File: config.mk
export PLATFORM = sky130hd
export DESIGN_NAME = lc3b_cc_branch_unit
export DESIGN_NICKNAME = d
export VERILOG_FILES = /design/src/rtl/lc3b_defs_pkg.sv /design/src/rtl/lc3b_cc_reg.sv /design/src/rtl/lc3b_cc_branch_unit.sv
export SDC_FILE = /design/constraint.sdc
export NUM_CORES = 1
export LEC_CHECK = 0
export CORE_ASPECT_RATIO = 1.1
export CORE_UTILIZATION = 48
export CTS_CLUSTER_SIZE = 10
export DETAILED_ROUTE_END_ITERATION = 16
export GPL_ROUTABILITY_DRIVEN = 0
export PLACE_DENSITY = 0.86
export SLEW_MARGIN = 5
export SYNTH_ARGS = -nofsm -noshare
export SYNTH_HDL_FRONTEND = slang
export SYNTH_SLANG_ARGS = --single-unit
export TNS_END_PERCENT = 100
File: constraint.sdc
create_clock -name clk -period 2.7 [get_ports clk]
set_clock_uncertainty 0.15 [all_clocks]
set_input_delay 0.27 -clock clk [delete_from_list [all_inputs] [get_ports clk]]
set_output_delay 0.27 -clock clk [all_outputs]
set_load 0.005 [all_outputs]
File: src/rtl/lc3b_defs_pkg.sv
// Shared definitions for the LC-3b condition-code / branch resolution slice:
// FSM encodings, CC reset value and default widths.
package lc3b_defs_pkg;

    localparam int unsigned DEF_DATA_W = 16;
    localparam int unsigned DEF_OFF_W  = 9;
    localparam int unsigned DEF_STAT_W = 16;

    // {n,z,p}; Z set out of reset keeps the register one-hot
    localparam logic [2:0] CC_RESET = 3'b010;

    typedef enum logic [1:0] {
        StIdle = 2'd0,
        StEval = 2'd1,
        StResp = 2'd2
    } br_state_e;

endpackage

File: src/rtl/lc3b_cc_reg.sv
// Architectural N/Z/P condition-code register. Loads the ALU flags when they
// are consistent (one-hot), otherwise re-derives N/Z/P from the result word.
module lc3b_cc_reg
    import lc3b_defs_pkg::*;
#(
    parameter int unsigned DATA_W = DEF_DATA_W
) (
    input  logic              clk,
    input  logic              reset,
    input  logic              ld_cc,
    input  logic [DATA_W-1:0] alu_result,
    input  logic              alu_negative,
    input  logic              alu_zero,
    input  logic              alu_positive,
    output logic              cc_n,
    output logic              cc_z,
    output logic              cc_p
);

    logic [2:0] cc_q;
    logic [2:0] cc_d;
    logic [2:0] flags;
    logic       res_zero;
    logic       res_neg;

    always_comb begin
        flags    = {alu_negative, alu_zero, alu_positive};
        res_neg  = alu_result[DATA_W-1];
        res_zero = (alu_result == '0);
        if ($onehot(flags)) begin
            cc_d = flags;
        end else begin
            cc_d = {res_neg, res_zero, !res_neg && !res_zero};
        end
    end

    always_ff @(posedge clk or posedge reset) begin
        if (reset) begin
            cc_q <= CC_RESET;
        end else if (ld_cc) begin
            cc_q <= cc_d;
        end
    end

    assign cc_n = cc_q[2];
    assign cc_z = cc_q[1];
    assign cc_p = cc_q[0];

endmodule

File: src/rtl/lc3b_cc_branch_unit.sv
// LC-3b BR resolution: CC register plus an IDLE/EVAL/RESP handshake FSM that
// returns taken and PC-relative target. Define BR_STATS_EN for taken_count.
module lc3b_cc_branch_unit
    import lc3b_defs_pkg::*;
#(
    parameter int unsigned DATA_W = DEF_DATA_W,
    parameter int unsigned OFF_W  = DEF_OFF_W
`ifdef BR_STATS_EN
    ,
    parameter int unsigned STAT_W = DEF_STAT_W
`endif
) (
    input  logic              clk,
    input  logic              reset,
    input  logic [DATA_W-1:0] alu_result,
    input  logic              alu_zero,
    input  logic              alu_positive,
    input  logic              alu_negative,
    input  logic              ld_cc,
    input  logic              br_valid,
    output logic              br_ready,
    input  logic [2:0]        br_nzp,
    input  logic [OFF_W-1:0]  br_offset9,
    input  logic [DATA_W-1:0] br_pc,
    output logic              res_valid,
    input  logic              res_ready,
    output logic              res_taken,
    output logic [DATA_W-1:0] res_target,
    output logic              cc_n,
    output logic              cc_z,
    output logic              cc_p
`ifdef BR_STATS_EN
    ,
    output logic [STAT_W-1:0] taken_count
`endif
);

    br_state_e         state_q;
    logic [2:0]        nzp_q;
    logic [OFF_W-1:0]  offset_q;
    logic [DATA_W-1:0] pc_q;
    logic              taken;
    logic [DATA_W-1:0] target;

    lc3b_cc_reg #(
        .DATA_W (DATA_W)
    ) u_cc_reg (
        .clk          (clk),
        .reset        (reset),
        .ld_cc        (ld_cc),
        .alu_result   (alu_result),
        .alu_negative (alu_negative),
        .alu_zero     (alu_zero),
        .alu_positive (alu_positive),
        .cc_n         (cc_n),
        .cc_z         (cc_z),
        .cc_p         (cc_p)
    );

    // Word offset shifted left by one; the sum wraps modulo 2^DATA_W.
    always_comb begin
        taken  = |(nzp_q & {cc_n, cc_z, cc_p});
        target = pc_q + {{(DATA_W-OFF_W-1){offset_q[OFF_W-1]}}, offset_q, 1'b0};
    end

    always_ff @(posedge clk or posedge reset) begin
        if (reset) begin
            state_q    <= StIdle;
            nzp_q      <= '0;
            offset_q   <= '0;
            pc_q       <= '0;
            res_taken  <= 1'b0;
            res_target <= '0;
        end else begin
            unique case (state_q)
                StIdle: begin
                    if (br_valid) begin
                        nzp_q    <= br_nzp;
                        offset_q <= br_offset9;
                        pc_q     <= br_pc;
                        state_q  <= StEval;
                    end
                end
                StEval: begin
                    res_taken  <= taken;
                    res_target <= target;
                    state_q    <= StResp;
                end
                StResp: begin
                    if (res_ready) begin
                        state_q <= StIdle;
                    end
                end
                default: state_q <= StIdle;
            endcase
        end
    end

    assign br_ready  = (state_q == StIdle);
    assign res_valid = (state_q == StResp);

`ifdef BR_STATS_EN
    always_ff @(posedge clk or posedge reset) begin
        if (reset) begin
            taken_count <= '0;
        end else if (res_valid && res_ready && res_taken && (taken_count != '1)) begin
            taken_count <= taken_count + 1'b1;
        end
    end
`endif

endmodule
==> key figures, run 1 <==
Routing
  • Post-DRT Antenna Nets: 0
  • Initial drt markers: 165
  • Pre-Repair DR Iteration Count: 4
  • Routed len/inst: 14.9 um
  • Final wirelength: 5930 um
  • Via density per instance: 5.46
  • Vias: 2,166
  • DRC Markers: 0

Floorplanning
  • Height of the die: 80.4 um
  • Row count: 28
  • Ports: 74
  • DIE AREA: 5890 um2
  • Die W: 73.3 um
  • Starting Density: 49.7%
  • Core ar.: 5400 um2

Placed design
  • Number of port buffers: 73
  • Dpl hpwl: 4420 um

Power and ir drop
  • PwrDens: 1280 nW/um2
  • P_leak: 1.52 nW
  • Peak supply drop: 0.719 mV
  • Power, Total: 0.00461 W

Synth
  • Synthesized area per cell: 10.9 um2
  • Syn_nets: 315
  • Post-synthesis sequential area ratio: 46.7%
  • Synth warn: 0
  • Syn Inst Count: 247
  • Post-synth EDFFs: 0
  • Synth Cell Area: 2680 um2
  • Async set or reset register ratio after synthesis: 100%
  • Synth cell types: 50
  • Synthesized flop and latch total: 50
  • Ys flop type: dfrtp_1

GRT
  • Vias in the first global route: 2,168
  • Initial antenna violation count: 0
  • GRT Resource Usage Total: 21.6%
  • Pin count of the biggest net entering global routing: 35
  • GRT overflow: 0
  • Global-route wire length before repair: 9650 um

Setup path
  • WP data arrival: 2.30 ns
  • CP Capture Type: register
  • Max FO, Critical Path: 5
  • Kind of start point of the critical path: register
  • CP Class: register to register
  • WP data required: 2.73 ns
  • R2R depth: 7

Clock tree
  • # resized after CTS: 0
  • Worst-Skew Late Latency: 0.30 ns
  • TritonCTS clock tree: yes
  • Clock Pin Slew Worst Setup and Hold Paths: 0.09 ns
  • Post-CTS Hold Buffers: 0
  • Clock Sinks: 50
  • Post-CTS Setup Bufs: 0
  • Max clock buf depth: 2
  • Cts bufs inserted: 5
  • H-tree depth: 2
  • CTS root buf: clkbuf_8

STA
  • Final worst path period need: 2.27 ns
  • Unrepaired setup endpoints after global routing: no
  • Hold Vio Cnt, Final: 0
  • Worst-Margin Slew: 0.699 ns
  • Setup TNS: 0 ns
  • WHS: 0.248 ns
  • Final setup violation count: 0
  • Slew HR: 53.3%
  • Final period util: 84.1%
  • Max Clk Rate: 440 MHz
  • Pins Over Slew Limit: 0

Final layout
  • Fillers: 430
  • Area grow syn2layout: 34.2%
  • Layout net count: 389
  • Number of diodes: 0
  • Reg area: 1250 um2
  • Multi-input logic area: 1350 um2
  • Layout cells sized above 1: 10.9%
  • Final Util: 66.7%

Flow run
  • Max-Cap Viols: 0

Status
  • Status: finished clean

Min path
  • Hold Path Class: primary input to asynchronous set/reset pin
placed cells by master (no fill, tap or decap), types with 2 or more instances in the layout:
cell | Yosys | final
a211o_1 | 2 | 2
nand2_1 | 31 | 31
a21oi_1 | 14 | 14
nor4_1 | 4 | 4
dfrtp_1 | 49 | 49
clkdlybuf4s50_1 | 0 | 73
o22ai_1 | 2 | 2
xnor2_1 | 8 | 8
mux2i_1 | 2 | 2
buf_4 | 0 | 5
nand2b_1 | 2 | 2
ha_1 | 14 | 14
nand3_1 | 5 | 5
nor2_1 | 12 | 12
mux2_1 | 16 | 16
o21ai_1 | 4 | 4
mux2_2 | 12 | 12
a221oi_1 | 2 | 2
fa_1 | 2 | 2
a21oi_2 | 2 | 2
a21o_1 | 2 | 2
nor3_1 | 2 | 2
inv_1 | 8 | 7
clkbuf_8 | 0 | 7
nand4_1 | 5 | 5
nor2b_1 | 3 | 3
a31oi_1 | 3 | 3
o21bai_1 | 2 | 2
o21ai_0 | 7 | 7
report_power, final:
group          internal (W)  switching, W
Combinational       0.00133       0.00145
Clock              0.000235      0.000249
Sequential          0.00111      0.000229
cell usage after synthesis, types with 2 or more instances:
cell type / count / area (um2)
o22ai_1: 2 / 12.5
a211o_1: 2 / 17.5
xnor2_1: 8 / 70.1
fa_1: 2 / 40.0
nor3_1: 2 / 10.0
o21ai_0: 7 / 35.0
dfrtp_1: 49 / 1230
buf_2: 6 / 30.0
o21ai_1: 4 / 20.0
o21bai_1: 2 / 15.0
mux2i_1: 2 / 20.0
nand2_1: 31 / 116
nor2b_1: 3 / 18.8
inv_1: 8 / 30.0
a21oi_1: 14 / 70.1
nand2b_1: 2 / 12.5
a31oi_1: 3 / 18.8
nor2_1: 12 / 45.0
a221oi_1: 2 / 17.5
a21o_1: 2 / 15.0
nor4_1: 4 / 25.0
a21oi_2: 2 / 17.5
clkbuf_1: 4 / 15.0
nand4_1: 5 / 31.3
ha_1: 14 / 175
mux2_2: 12 / 135
nand3_1: 5 / 25.0
mux2_1: 16 / 180
cell families after synthesis:
group                    after synthesis  share of synthesized area [%]
buffers and inverters                 19                           2.94
flip-flops                            50                           46.7
AND/OR/NAND/NOR                       70                           12.4
AO/OA/AOI/OAI                         52                           13.9
adder cells (fa/ha/maj)               16                           8.02
XOR/XNOR                               9                           2.94
multiplexers                          31                           13.1
registers in the layout, indices dropped and copies added, names as in the netlist:
register / flops
pc_q: 16
state_q: 2
u_cc_reg.cc_q: 3
nzp_q: 3
res_target: 16
offset_q: 9
res_taken: 1
final timing paths:
kind,startpoint,end,slack [ns]
max reg2reg,offset_q[0]$_DFFE_PP0P_,res_target[11]$_DFFE_PP0N_,0.43
max,offset_q[0]$_DFFE_PP0P_,res_target[11]$_DFFE_PP0N_,0.43
max in group asynchronous,reset,res_target[4]$_DFFE_PP0N_,1.56
min,reset,pc_q[8]$_DFFE_PP0P_,0.25
min in group clk,res_target[5]$_DFFE_PP0N_,res_target[5]$_DFFE_PP0N_,0.34
min reg2reg,res_target[5]$_DFFE_PP0N_,res_target[5]$_DFFE_PP0N_,0.34
metrics by stage:
stage / area (um2) / setup slack [ns] / cells
after floorplan: 2680 / 0.686 / 247
after global placement: 3500 / 0.569 / 389
after detailed placement: 3500 / 0.480 / 389
after CTS: 3600 / 0.417 / 397
after global routing: 3600 / 0.246 / 397
final: 3600 / 0.429 / 397
final cells by class:
class | count | share of cell area [%]
clock buffers | 7 | 2.68
clock inverters | 1 | 0.243
inverters | 8 | 0.834
multi-input cells | 178 | 37.5
flip-flops and latches | 50 | 34.8
well taps | 75 | 2.61
repair buffers | 78 | 21.3
critical path, cell delays in order, from the launching register on:
cell and delay (ns):
dfrtp_1 0.40, ha_1 0.25, fa_1 0.43, a21oi_2 0.20, o221ai_2 0.19, a31oi_1 0.28, xor2_1 0.17, o21ai_1 0.07
layer usage:
layer  up-vias  GRT usage [%]  wire (um)
met5         -              0          0
met4         0           7.25         97
met3        11           4.89        353
met2        88           37.5       3010
met1      1034           26.0       2470
li1       1033              -          -
Note: power is estimated with default switching activity, not from simulation.
==> inputs of run 2 (changes only) <==
--- a/config.mk
+++ b/config.mk
@@ -6,11 +6,11 @@
 export NUM_CORES = 1
 export LEC_CHECK = 0
 export CORE_ASPECT_RATIO = 1.1
-export CORE_UTILIZATION = 48
+export CORE_UTILIZATION = 43
 export CTS_CLUSTER_SIZE = 10
 export DETAILED_ROUTE_END_ITERATION = 16
 export GPL_ROUTABILITY_DRIVEN = 0
-export PLACE_DENSITY = 0.86
+export PLACE_DENSITY = 0.82
 export SLEW_MARGIN = 5
 export SYNTH_ARGS = -nofsm -noshare
 export SYNTH_HDL_FRONTEND = slang
==> constraint.sdc (replaced) <==
create_clock -name clk -period 2 [get_ports clk]
set_clock_uncertainty 0.15 [all_clocks]
set_input_delay 0.2 -clock clk [delete_from_list [all_inputs] [get_ports clk]]
set_output_delay 0.2 -clock clk [all_outputs]
set_load 0.005 [all_outputs]
==> key figures, run 2 (same netlist as run 1, synthesis figures left out) <==
Status
  • Status: finished, violations left
  • Failing checks: negative setup slack

STA
  • Final period util: 105%
  • Max Clk Rate: 476 MHz
  • Worst setup margin: -0.102 ns
  • Pins Over Slew Limit: 0
  • Slew HR: 77.7%
  • Unrepaired setup endpoints after global routing: yes
  • Setup TNS: -0.213 ns
  • Hold Vio Cnt, Final: 0
  • Final worst path period need: 2.10 ns
  • Worst-Margin Slew: 0.334 ns
  • Final setup violation count: 4
  • WHS: 0.120 ns

Final layout
  • Biggest regs: pc_q: 16 flops, res_target: 16 flops, offset_q: 9 flops
  • Layout Cells excl Fill: 424
  • Finished Cell Area: 4000 um2
  • Area grow syn2layout: 49.2%
  • Layout cells sized above 1: 24.2%
  • Reg area: 1250 um2
  • Multi-input logic area: 1550 um2
  • Most frequent cells in the layout: clkdlybuf4s50_1, dfrtp_1, nand2_1
  • Number of diodes: 0
  • Final Util: 68.1%
  • Layout net count: 414
  • Fillers: 420
  • Most common cell after layout, fill and taps aside: clkdlybuf4s50_1

Setup path
  • Max FO, Critical Path: 7
  • WP data required: 2.06 ns
  • Worst path cell trace: ha_1, nand2_1, nor2_1, nand4_1, and3_1, o31ai_1
  • CP top delay family: simple AND/OR/NAND/NOR gates
  • CP Class: register to register
  • Kind of start point of the critical path: register
  • CP Capture Type: register
  • Worst path max stage delay: 0.53 ns
  • Max stage delay cell, worst path: dfrtp_2
  • Buffers & Inverters on Critical Path: 0
  • WP data arrival: 2.17 ns

Routing
  • Via density per instance: 5.50
  • DRC Markers: 0
  • Routed len/inst: 16.4 um
  • Vias: 2,330
  • Initial drt markers: 264
  • Post-DRT Antenna Nets: 0
  • Pre-Repair DR Iteration Count: 4
  • Final wirelength: 6970 um

GRT
  • GRT Resource Usage Total: 20.7%
  • GRT overflow: 0
  • Pin count of the biggest net entering global routing: 30
  • Vias in the first global route: 2,321
  • Global-route wire length before repair: 10,600 um
  • Initial antenna violation count: 0

Power and ir drop
  • PwrDens: 1950 nW/um2
  • P_leak: 1.65 nW
  • Peak supply drop: 1.07 mV

Placed design
  • Dpl hpwl: 4750 um
  • Number of port buffers: 73
  • Placed cells: 410
  • Placed Instance Area: 3650 um2

Min path
  • Hold Path Class: primary input to asynchronous set/reset pin

Floorplanning
  • Die W: 77.3 um
  • Core ar.: 5880 um2
  • Row count: 29
  • DIE AREA: 6560 um2
  • Starting Density: 45.6%
  • Height of the die: 84.8 um
  • Ports: 74

Clock tree
  • Max clock buf depth: 2
  • CTS root buf: clkbuf_8
  • Clock Pin Slew Worst Setup and Hold Paths: 0.09 ns
  • TritonCTS clock tree: yes
  • Clock Sinks: 50
  • H-tree depth: 2
  • Cts bufs inserted: 5
  • Worst-Skew Late Latency: 0.30 ns

Flow run
  • Max-Cap Viols: 0
-- run 2: repair_timing --
action,CTS,global route
endpoints found under the setup margin,8,9
buffers inserted,2,4
gates resized for setup,13,18
pin swaps,7,16
hold buffers,0,0
-- run 2: worst paths after layout --
| path | startpoint | end | slack [ns] | cells past startpoint |
|---|---|---|---|---|
| worst max-delay path | offset_q[8]$_DFFE_PP0P_ | res_target[15]$_DFFE_PP0N_ | -0.10 | 6 |
| worst min-delay path | reset | offset_q[8]$_DFFE_PP0P_ | 0.12 | 3 |
| worst max register to register | offset_q[8]$_DFFE_PP0P_ | res_target[15]$_DFFE_PP0N_ | -0.10 | 6 |
| worst min register to register | res_target[0]$_DFFE_PP0N_ | res_target[0]$_DFFE_PP0N_ | 0.33 | 2 |
| max in group asynchronous | reset | u_cc_reg.cc_q[1]$_DFFE_PP1P_ | 1.29 | 3 |
| min in group clk | res_ready | state_q[1]$_DFFE_PP0P_ | 0.32 | 2 |
-- run 2: layer usage --
metal / wire, um / GRT usage, % / up-vias
met5: 0 / 0 / -
met4: 165 / 6.69 / 0
met3: 355 / 3.87 / 16
met2: 3480 / 36.4 / 96
met1: 2960 / 25.6 / 1122
li1: - / - / 1096
-- run 2: cell type report --
type | instances | area share [%]
Timing Repair Buffer | 103 | 24.2
Inverter | 8 | 0.750
Sequential cell | 50 | 31.3
Clock buffer | 7 | 1.91
Tap cell | 77 | 2.41
Multi-Input combinational cell | 178 | 38.7
Clock inverter | 1 | 0.750
-- run 2: report_power, final --
group          switching, W  internal, W
Sequential         0.000418      0.00151
Clock              0.000324     0.000375
Combinational       0.00246      0.00273
Total               0.00320      0.00461
-- run 2: per-stage QoR --
step                power (W)  setup slack, ns
finish                0.00781           -0.102
global route          0.00828           -0.212
CTS                   0.00711          -0.0350
detailed placement    0.00603           -0.128
global placement      0.00586          -0.0611
floorplan             0.00442           0.0146
-- run 2: worst register-to-register path, stage by stage (launching register included) --
cell	delay [ns]
dfrtp_2	0.53
ha_1	0.43
nand2_1	0.10
nor2_1	0.19
nand4_1	0.16
and3_1	0.23
o31ai_1	0.23
==> inputs of run 3 (changes only) <==
--- a/config.mk
+++ b/config.mk
@@ -11,6 +11,7 @@
 export DETAILED_ROUTE_END_ITERATION = 16
 export GPL_ROUTABILITY_DRIVEN = 0
 export PLACE_DENSITY = 0.82
+export SKIP_LAST_GASP = 1
 export SLEW_MARGIN = 5
 export SYNTH_ARGS = -nofsm -noshare
 export SYNTH_HDL_FRONTEND = slang
==> key figures, run 3 (same netlist as run 1, synthesis figures left out) <==
Power and ir drop
  • Comb power frac: 66.5%
  • Peak supply drop: 1.07 mV
  • Sw frac: 41.0%
  • PwrDens: 1950 nW/um2
  • Int Pwr: 0.00461 W
  • Power, Total: 0.00782 W
  • Seq pwr share: 24.6%
  • P_leak: 1.65 nW
  • Clock power frac: 8.9%
  • Net Switching: 0.00320 W

Floorplanning
  • Starting Density: 45.6%
  • DIE AREA: 6560 um2
  • Core ar.: 5880 um2
  • Die W: 77.3 um
  • Height of the die: 84.8 um
  • Row count: 29
  • Ports: 74

Clock tree
  • TritonCTS clock tree: yes
  • H-tree depth: 2
  • Clock Pin Slew Worst Setup and Hold Paths: 0.09 ns
  • Post-CTS Hold Buffers: 0
  • CTS root buf: clkbuf_8
  • Cts bufs inserted: 5
  • Max clock buf depth: 2
  • Worst-Skew Late Latency: 0.30 ns
  • Clock Sinks: 50

Min path
  • Hold Path Class: primary input to asynchronous set/reset pin

STA
  • Slew HR: 77.7%
  • Worst setup margin: -0.107 ns
  • Max Clk Rate: 475 MHz
  • Final worst path period need: 2.11 ns
  • Worst-Margin Slew: 0.334 ns
  • Pins Over Slew Limit: 0
  • Hold Vio Cnt, Final: 0
  • Final setup violation count: 4
  • Final period util: 105%
  • Unrepaired setup endpoints after global routing: yes

Setup path
  • WP data required: 2.06 ns
  • CP Class: register to register
  • CP top delay family: simple AND/OR/NAND/NOR gates
  • Worst r2r src: offset_q[8]$_DFFE_PP0P_
  • R2R setup slack: -0.11 ns
  • CP Capture Type: register
  • Kind of start point of the critical path: register
  • Worst path max stage delay: 0.53 ns
  • Max FO, Critical Path: 7
  • Worst path cell trace: ha_1, nand2_1, nor2_1, nand4_1, and3_1, o31ai_1
  • Max stage delay cell, worst path: dfrtp_2
  • Critical R2R Capture: res_target[15]$_DFFE_PP0N_
  • R2R depth: 6
  • Buffers & Inverters on Critical Path: 0
  • WP data arrival: 2.17 ns

GRT
  • Vias in the first global route: 2,321
  • Global-route wire length before repair: 10,600 um
  • Initial antenna violation count: 0
  • GRT overflow: 0
  • GRT Resource Usage Total: 20.7%
  • Pin count of the biggest net entering global routing: 30

Status
  • Failing checks: negative setup slack
  • Status: finished, violations left

Final layout
  • Most frequent cells in the layout: clkdlybuf4s50_1, dfrtp_1, nand2_1
  • Final Util: 68.1%
  • Layout net count: 414
  • Finished Cell Area: 4000 um2
  • Layout cells sized above 1: 24.2%
  • Number of diodes: 0
  • Fillers: 420
  • Area grow syn2layout: 49.2%
  • Most common cell after layout, fill and taps aside: clkdlybuf4s50_1
  • Biggest regs: pc_q: 16 flops, res_target: 16 flops, offset_q: 9 flops

Routing
  • Pre-Repair DR Iteration Count: 4
  • Initial drt markers: 230
  • Via density per instance: 5.49
  • Post-DRT Antenna Nets: 0
  • Final wirelength: 6980 um
  • DRC Markers: 0
  • Vias: 2,329
  • Routed len/inst: 16.5 um

Placed design
  • Placed Instance Area: 3650 um2
  • Dpl hpwl: 4750 um
  • Number of port buffers: 73

Flow run
  • Max-Cap Viols: 0
## run 3: per-stage QoR
stage	instances	worst slack [ns]	hold WS, ns	TNS (ns)
2_1_floorplan	247	0.0146	0.100	0
3_3_place_gp	410	-0.0611	0.297	-0.194
3_5_place_dp	410	-0.128	0.313	-0.660
4_1_cts	420	-0.0350	0.141	-0.0358
5_1_grt	424	-0.212	0.167	-0.851
6_report	424	-0.107	0.122	-0.215
## run 3: cell type report
class | instances | area [um2] | share of cell area (%)
Inverter | 8 | 30.0 | 0.750
Clock inverter | 1 | 30.0 | 0.750
Multi-Input combinational cell | 178 | 1550 | 38.7
Tap cell | 77 | 96.3 | 2.41
Timing Repair Buffer | 103 | 968 | 24.2
Clock buffer | 7 | 76.3 | 1.91
Sequential cell | 50 | 1250 | 31.3
## run 3: worst max-delay path by stage
| stage | to | cells after the start | startpoint | slack [ns] |
|---|---|---|---|---|
| after floorplan | res_target[14]$_DFFE_PP0N_ | 7 | offset_q[8]$_DFFE_PP0P_ | 0.01 |
| after global placement | u_cc_reg.cc_q[0]$_DFFE_PP0P_ | 6 | alu_zero | -0.06 |
| after detailed placement | u_cc_reg.cc_q[0]$_DFFE_PP0P_ | 6 | alu_zero | -0.13 |
| after CTS | res_target[11]$_DFFE_PP0N_ | 7 | pc_q[1]$_DFFE_PP0P_ | -0.03 |
| after global routing | res_target[15]$_DFFE_PP0N_ | 6 | offset_q[8]$_DFFE_PP0P_ | -0.21 |
| final | res_target[15]$_DFFE_PP0N_ | 6 | offset_q[8]$_DFFE_PP0P_ | -0.11 |
## run 3: routing by layer
metal	routed length [um]	GRT usage, %	vias up
li1	-	-	1094
met1	2950	25.6	1116
met2	3480	36.4	101
met3	373	3.87	18
met4	169	6.69	0
met5	0	0	-
## run 3: worst reg2reg max path, stage by stage, from the launching register on
cell     delay (ns)
dfrtp_2        0.53
ha_1           0.43
nand2_1        0.11
nor2_1         0.19
nand4_1        0.16
and3_1         0.23
o31ai_1        0.23
## run 3: repair_timing
item / in CTS / in global routing
setup buffers: 2 / 4
pin swaps: 7 / 16
gates cloned: 0 / 0
gates resized for setup: 13 / 18
setup endpoints to repair: 8 / 9
## run 3: power by group through the flow
stage / logic [W] / clock network [W] / registers [W]
after floorplan: 0.00264 / 0 / 0.00177
after global routing: 0.00554 / 0.000756 / 0.00198
after global placement: 0.00405 / 0 / 0.00181
after detailed placement: 0.00419 / 0 / 0.00185
after CTS: 0.00452 / 0.000708 / 0.00188
final: 0.00520 / 0.000699 / 0.00192
==> patch 1: new RTL, flow settings as in run 1 <==
Add an input register stage for `br_offset9`, cleared by the reset; this delays it by one clock. The other inputs are not delayed to match.
--- a/src/rtl/lc3b_cc_branch_unit.sv
+++ b/src/rtl/lc3b_cc_branch_unit.sv
@@ -34,6 +34,16 @@
     output logic [STAT_W-1:0] taken_count
 `endif
 );
+
+    logic [OFF_W-1:0] br_offset9_q;
+
+    always_ff @(posedge clk or posedge reset) begin
+        if (reset) begin
+            br_offset9_q <= '0;
+        end else begin
+            br_offset9_q <= br_offset9;
+        end
+    end
 
     br_state_e         state_q;
     logic [2:0]        nzp_q;
@@ -76,7 +86,7 @@
                 StIdle: begin
                     if (br_valid) begin
                         nzp_q    <= br_nzp;
-                        offset_q <= br_offset9;
+                        offset_q <= br_offset9_q;
                         pc_q     <= br_pc;
                         state_q  <= StEval;
                     end
Function: changed (Yosys sat finds a counterexample within 4 cycles, from zero or initial values and one cycle with reset high).
==> patch 1 against run 1 <==
Setup slack improved by 0.069 ns; wire length is 1.8% higher; final area grew 9.5%; critical path depth decreased by 1; die area grew 11%; area after synthesis is 11% higher; global-route usage fell by 0.34 points; sequential cell count rose by 9; utilization up 0.33 points; total power is 5.5% higher; combinational power fell by 4%.
==> patch 1: results (changes against run 1) <==
| Metric | Value |
|---|---|
| Post-synthesis sequential area ratio | 49.7% (was 46.7%) |
| GRT Util Overall | 21.2% (was 21.6%) |
| Yosys cell types | 56 (was 50) |
| Layout cell share with drive strength beyond 1 | 17.7% (was 10.9%) |
| DR iter-0 viols | 160 (was 165) |
| TritonCTS buffer count | 9 (was 5) |
| Synth area leaders | dfrtp_1 (49%), mux2_2 (11%), ha_1 (5.9%), nand2_1 (3.3%), a21oi_1 (2.2%) (was dfrtp_1 (46%), mux2_1 (6.7%), ha_1 (6.5%), mux2_2 (5.0%), nand2_1 (4.3%)) |
| Max incr delay on CP | 0.49 ns (was 0.43 ns) |
| Critical path peak fanout | 8 (was 5) |
| Final HPWL from detailed placement | 4510 µm (was 4420 µm) |
| Outcome | finished, final reports clean (unchanged) |
| Non-filler instance count after layout | 416 (was 397) |
| Root Driver | clkbuf_8 (unchanged) |
| CTS sink cnt | 59 (was 50) |
| Dpl cells | 400 (was 389) |
| Arr. time, crit path | 2.32 ns (was 2.30 ns) |
| Clock-pin slew on the worst setup and hold paths | 0.07 ns (was 0.09 ns) |
| # H-tree levels | 3 (was 2) |
| Vias post-DR | 2309 (was 2166) |
| Syn Inst Count | 258 (was 247) |
| Worst path slowest cell | dfrtp_1 (was fa_1) |
| Internal reg-to-reg setup slack | 0.50 ns (was 0.43 ns) |
| Peak supply drop | 703 µV (was 719 µV) |
| Static Leak | 1.67 nW (was 1.52 nW) |
| Worst skew pair latency | 0.34 ns (was 0.30 ns) |
| First-pass GRT wire length | 10600 µm (was 9650 µm) |
| Worst slew pin tran | 0.638 ns (was 0.699 ns) |
| Post-Synthesis Net Count | 326 (was 315) |
[patch 1: cell types whose count changed in the layout (fill, tap and decap cells not counted), moves of 3 or more]
cell | run 1 | this run
nand4_1 | 5 | 2
nand2_1 | 31 | 26
xnor2_1 | 8 | 2
o21ai_0 | 7 | 10
dfrtp_1 | 49 | 58
a31oi_1 | 3 | 0
o21a_1 | 1 | 4
mux2_1 | 16 | 0
mux2_2 | 12 | 28
a211oi_1 | 0 | 5
[patch 1: worst max-delay path, delay by kind of cell (launching register included)]
| kind | cells | cell delay (ns) |
|---|---|---|
| compound gates | 5 | 1.03 |
| fa+ha+maj | 1 | 0.46 |
| flops | 1 | 0.49 |
[patch 1: area by class of cell]
type                       count  area, µm²
inverter                       6       22.5
sequential                    59       1480
clock buffer                   9        124
timing repair buffer          77        773
multi-input combinational    181       1400
fill                         459       1940
tap                           77       96.3
clock inverter                 7       52.6
[patch 1: final timing paths]
path,to,from
worst max-delay path,res_target[15],offset_q[8]
max in group asynchronous,u_cc_reg.cc_q[1],reset
min in group clk,br_offset9_q[4],br_offset9[4]
worst min-delay path,pc_q[10],reset
worst min register to register,res_target[0],pc_q[0]
worst max register to register,res_target[15],offset_q[8]
[patch 1: metal layers]
| layer | up-vias | global-route usage (%) | share of wire [%] |
|---|---|---|---|
| met5 | - | 0 | 0 |
| met4 | 0 | 10.3 | 1.9 |
| met3 | 12 | 5.65 | 5.3 |
| met2 | 86 | 34.3 | 48 |
| met1 | 1104 | 26.4 | 44 |
| li1 | 1107 | - | - |
[patch 1: logic make-up (layout without fill, tap and decap cells)]
family          count (synthesis)  count (layout)  share of synthesized area [%]
compound gates                 61              61                           14.9
xor+xnor                        5               5                           1.47
fa+ha+maj                      16              16                           7.24
buf+inv                        18              99                           3.37
flops                          59              59                           49.7
mux                            29              29                           10.9
simple gates                   70              70                           12.5
[patch 1: stage by stage]
step	area, µm²	setup slack, ns	hold slack [ns]	power (mW)
6_report	3940	0.498	0.156	4.86
3_5_place_dp	3770	0.471	0.311	4.14
5_1_grt	3940	0.378	0.201	5.23
2_1_floorplan	2970	0.637	0.151	3.42
3_3_place_gp	3770	0.578	0.302	4.03
4_1_cts	3940	0.515	0.163	4.87
[patch 1: power breakdown]
group	switching (mW)	internal, mW	total [mW]
Clock	0.365	0.336	0.701
Combinational	1.36	1.31	2.66
Sequential	0.239	1.26	1.50
Total	1.96	2.90	4.86
==> patch 2: new RTL, settings of run 1 <==
Made on the original files. Build with the macro `BR_STATS_EN` defined.
--- a/src/rtl/lc3b_cc_branch_unit.sv
+++ b/src/rtl/lc3b_cc_branch_unit.sv
@@ -1,5 +1,7 @@
 // LC-3b BR resolution: CC register plus an IDLE/EVAL/RESP handshake FSM that
 // returns taken and PC-relative target. Define BR_STATS_EN for taken_count.
+`define BR_STATS_EN
+
 module lc3b_cc_branch_unit
     import lc3b_defs_pkg::*;
 #(
Behaviour (old outputs only; new: taken_count): unchanged (equiv_simple and equiv_induct, registers matched by name and starting in step).
==> patch 2 against run 1 <==
Die area rose by 27%; first-iteration DRC count rose by 5.5%; final area rose by 27%; setup slack got worse by 0.14 ns; wire length rose by 30%; total power rose by 11%; global-route usage rose by 1.4 points; clock power rose by 47%; area after synthesis rose by 28%; utilization rose by 1.0 points; sequential cell count rose by 16; critical path type unchanged; largest cell class unchanged.
==> patch 2: results (changes against run 1) <==
| Metric | Value |
|---|---|
| Post-Synthesis Net Count | 389 (was 315) |
| Final nets | 483 (was 389) |
| Largest net degree at the start of global routing | 30 (was 35) |
| Non-clock buffer count | 94 (was 78) |
| Inverters excl. clock | 4 (was 8) |
| Max incr delay on CP | 0.41 ns (was 0.43 ns) |
| Critical path peak fanout | 4 (was 5) |
| Peak supply drop | 642 µV (was 719 µV) |
| Fraction of area in multi-input gates | 37.4% (was 37.5%) |
| Post-DP Area | 0.00441 mm² (was 0.00350 mm²) |
| Internal reg-to-reg setup slack | 0.29 ns (was 0.43 ns) |
| Pwr Total | 5.09 mW (was 4.61 mW) |
| Arr. time, crit path | 2.45 ns (was 2.30 ns) |
| Routed len/inst | 15.4 µm (was 14.9 µm) |
| DR iter-0 viols | 174 (was 165) |
| Port buffer count | 89 (was 73) |
| Post-synthesis sequential area ratio | 48.3% (was 46.7%) |
| Final HPWL from detailed placement | 5800 µm (was 4420 µm) |
| Synth area leaders | dfrtp_1 (48%), mux2_2 (9.5%), ha_1 (5.5%), nand2_1 (3.9%), xnor2_1 (3.1%) (was dfrtp_1 (46%), mux2_1 (6.7%), ha_1 (6.5%), mux2_2 (5.0%), nand2_1 (4.3%)) |
| TritonCTS buffer count | 9 (was 5) |
| Clk power | 711 µW (was 484 µW) |
| Outcome | finished, final reports clean (unchanged) |
| Layout cell share with drive strength beyond 1 | 12.9% (was 10.9%) |
| Vias post-DR | 2797 (was 2166) |
| Worst skew pair latency | 0.34 ns (was 0.30 ns) |
| Rows | 31 (was 28) |
| Clock network area share | 3.59% (was 2.92%) |
| Max-slew headroom | 64.5% (was 53.3%) |
| # H-tree levels | 3 (was 2) |
| Switching power | 2.00 mW (was 1.93 mW) |
[patch 2: cell types whose count changed after synthesis, sizes merged, moves of 5 or more]
cell,change
a21o,+6
and3,+5
dfrtp,+16
nand2,+5
nand3,+7
nand4,+5
nor2,+13
xor2,+9
[patch 2: per-layer routing]
metal | wire [µm] | vias to the layer above | track usage, %
met3 | 373 | 14 | 5.96
met1 | 3260 | 1357 | 29.5
met2 | 3930 | 78 | 37.4
li1 | - | 1348 | -
met4 | 142 | 0 | 7.18
met5 | 0 | - | 0
[patch 2: worst max-delay path by stage]
stage / startpoint / end / slack [ns] / cells past startpoint
2_1_floorplan: offset_q[0] / res_target[11] / 0.51 / 7
3_3_place_gp: offset_q[0] / res_target[11] / 0.43 / 7
3_5_place_dp: offset_q[0] / res_target[11] / 0.36 / 7
4_1_cts: offset_q[0] / res_target[11] / 0.28 / 7
5_1_grt: offset_q[0] / res_target[11] / 0.20 / 7
6_report: offset_q[0] / res_target[11] / 0.29 / 7
[patch 2: through the flow]
stage                     cells  hold slack [ns]  utilization (%)  setup WS, ns
final                       501            0.130             67.7         0.291
after global placement      485            0.299             65.3         0.427
after global routing        501            0.183             67.7         0.204
after CTS                   501            0.145             67.7         0.284
after detailed placement    485            0.319             65.3         0.364
after floorplan             320            0.170                -         0.506
[patch 2: cell families (layout without fill, tap and decap cells)]
kind of cell | Yosys count | after routing | share of synthesized area [%]
and+or+nand+nor | 113 | 113 | 16.4
AOI/OAI and AO/OA | 55 | 55 | 10.8
DFF | 66 | 66 | 48.3
buffers and inverters | 15 | 114 | 1.79
xor gates and xnor gates | 22 | 22 | 5.63
adders and majority gates | 17 | 17 | 6.65
muxes | 32 | 32 | 10.4
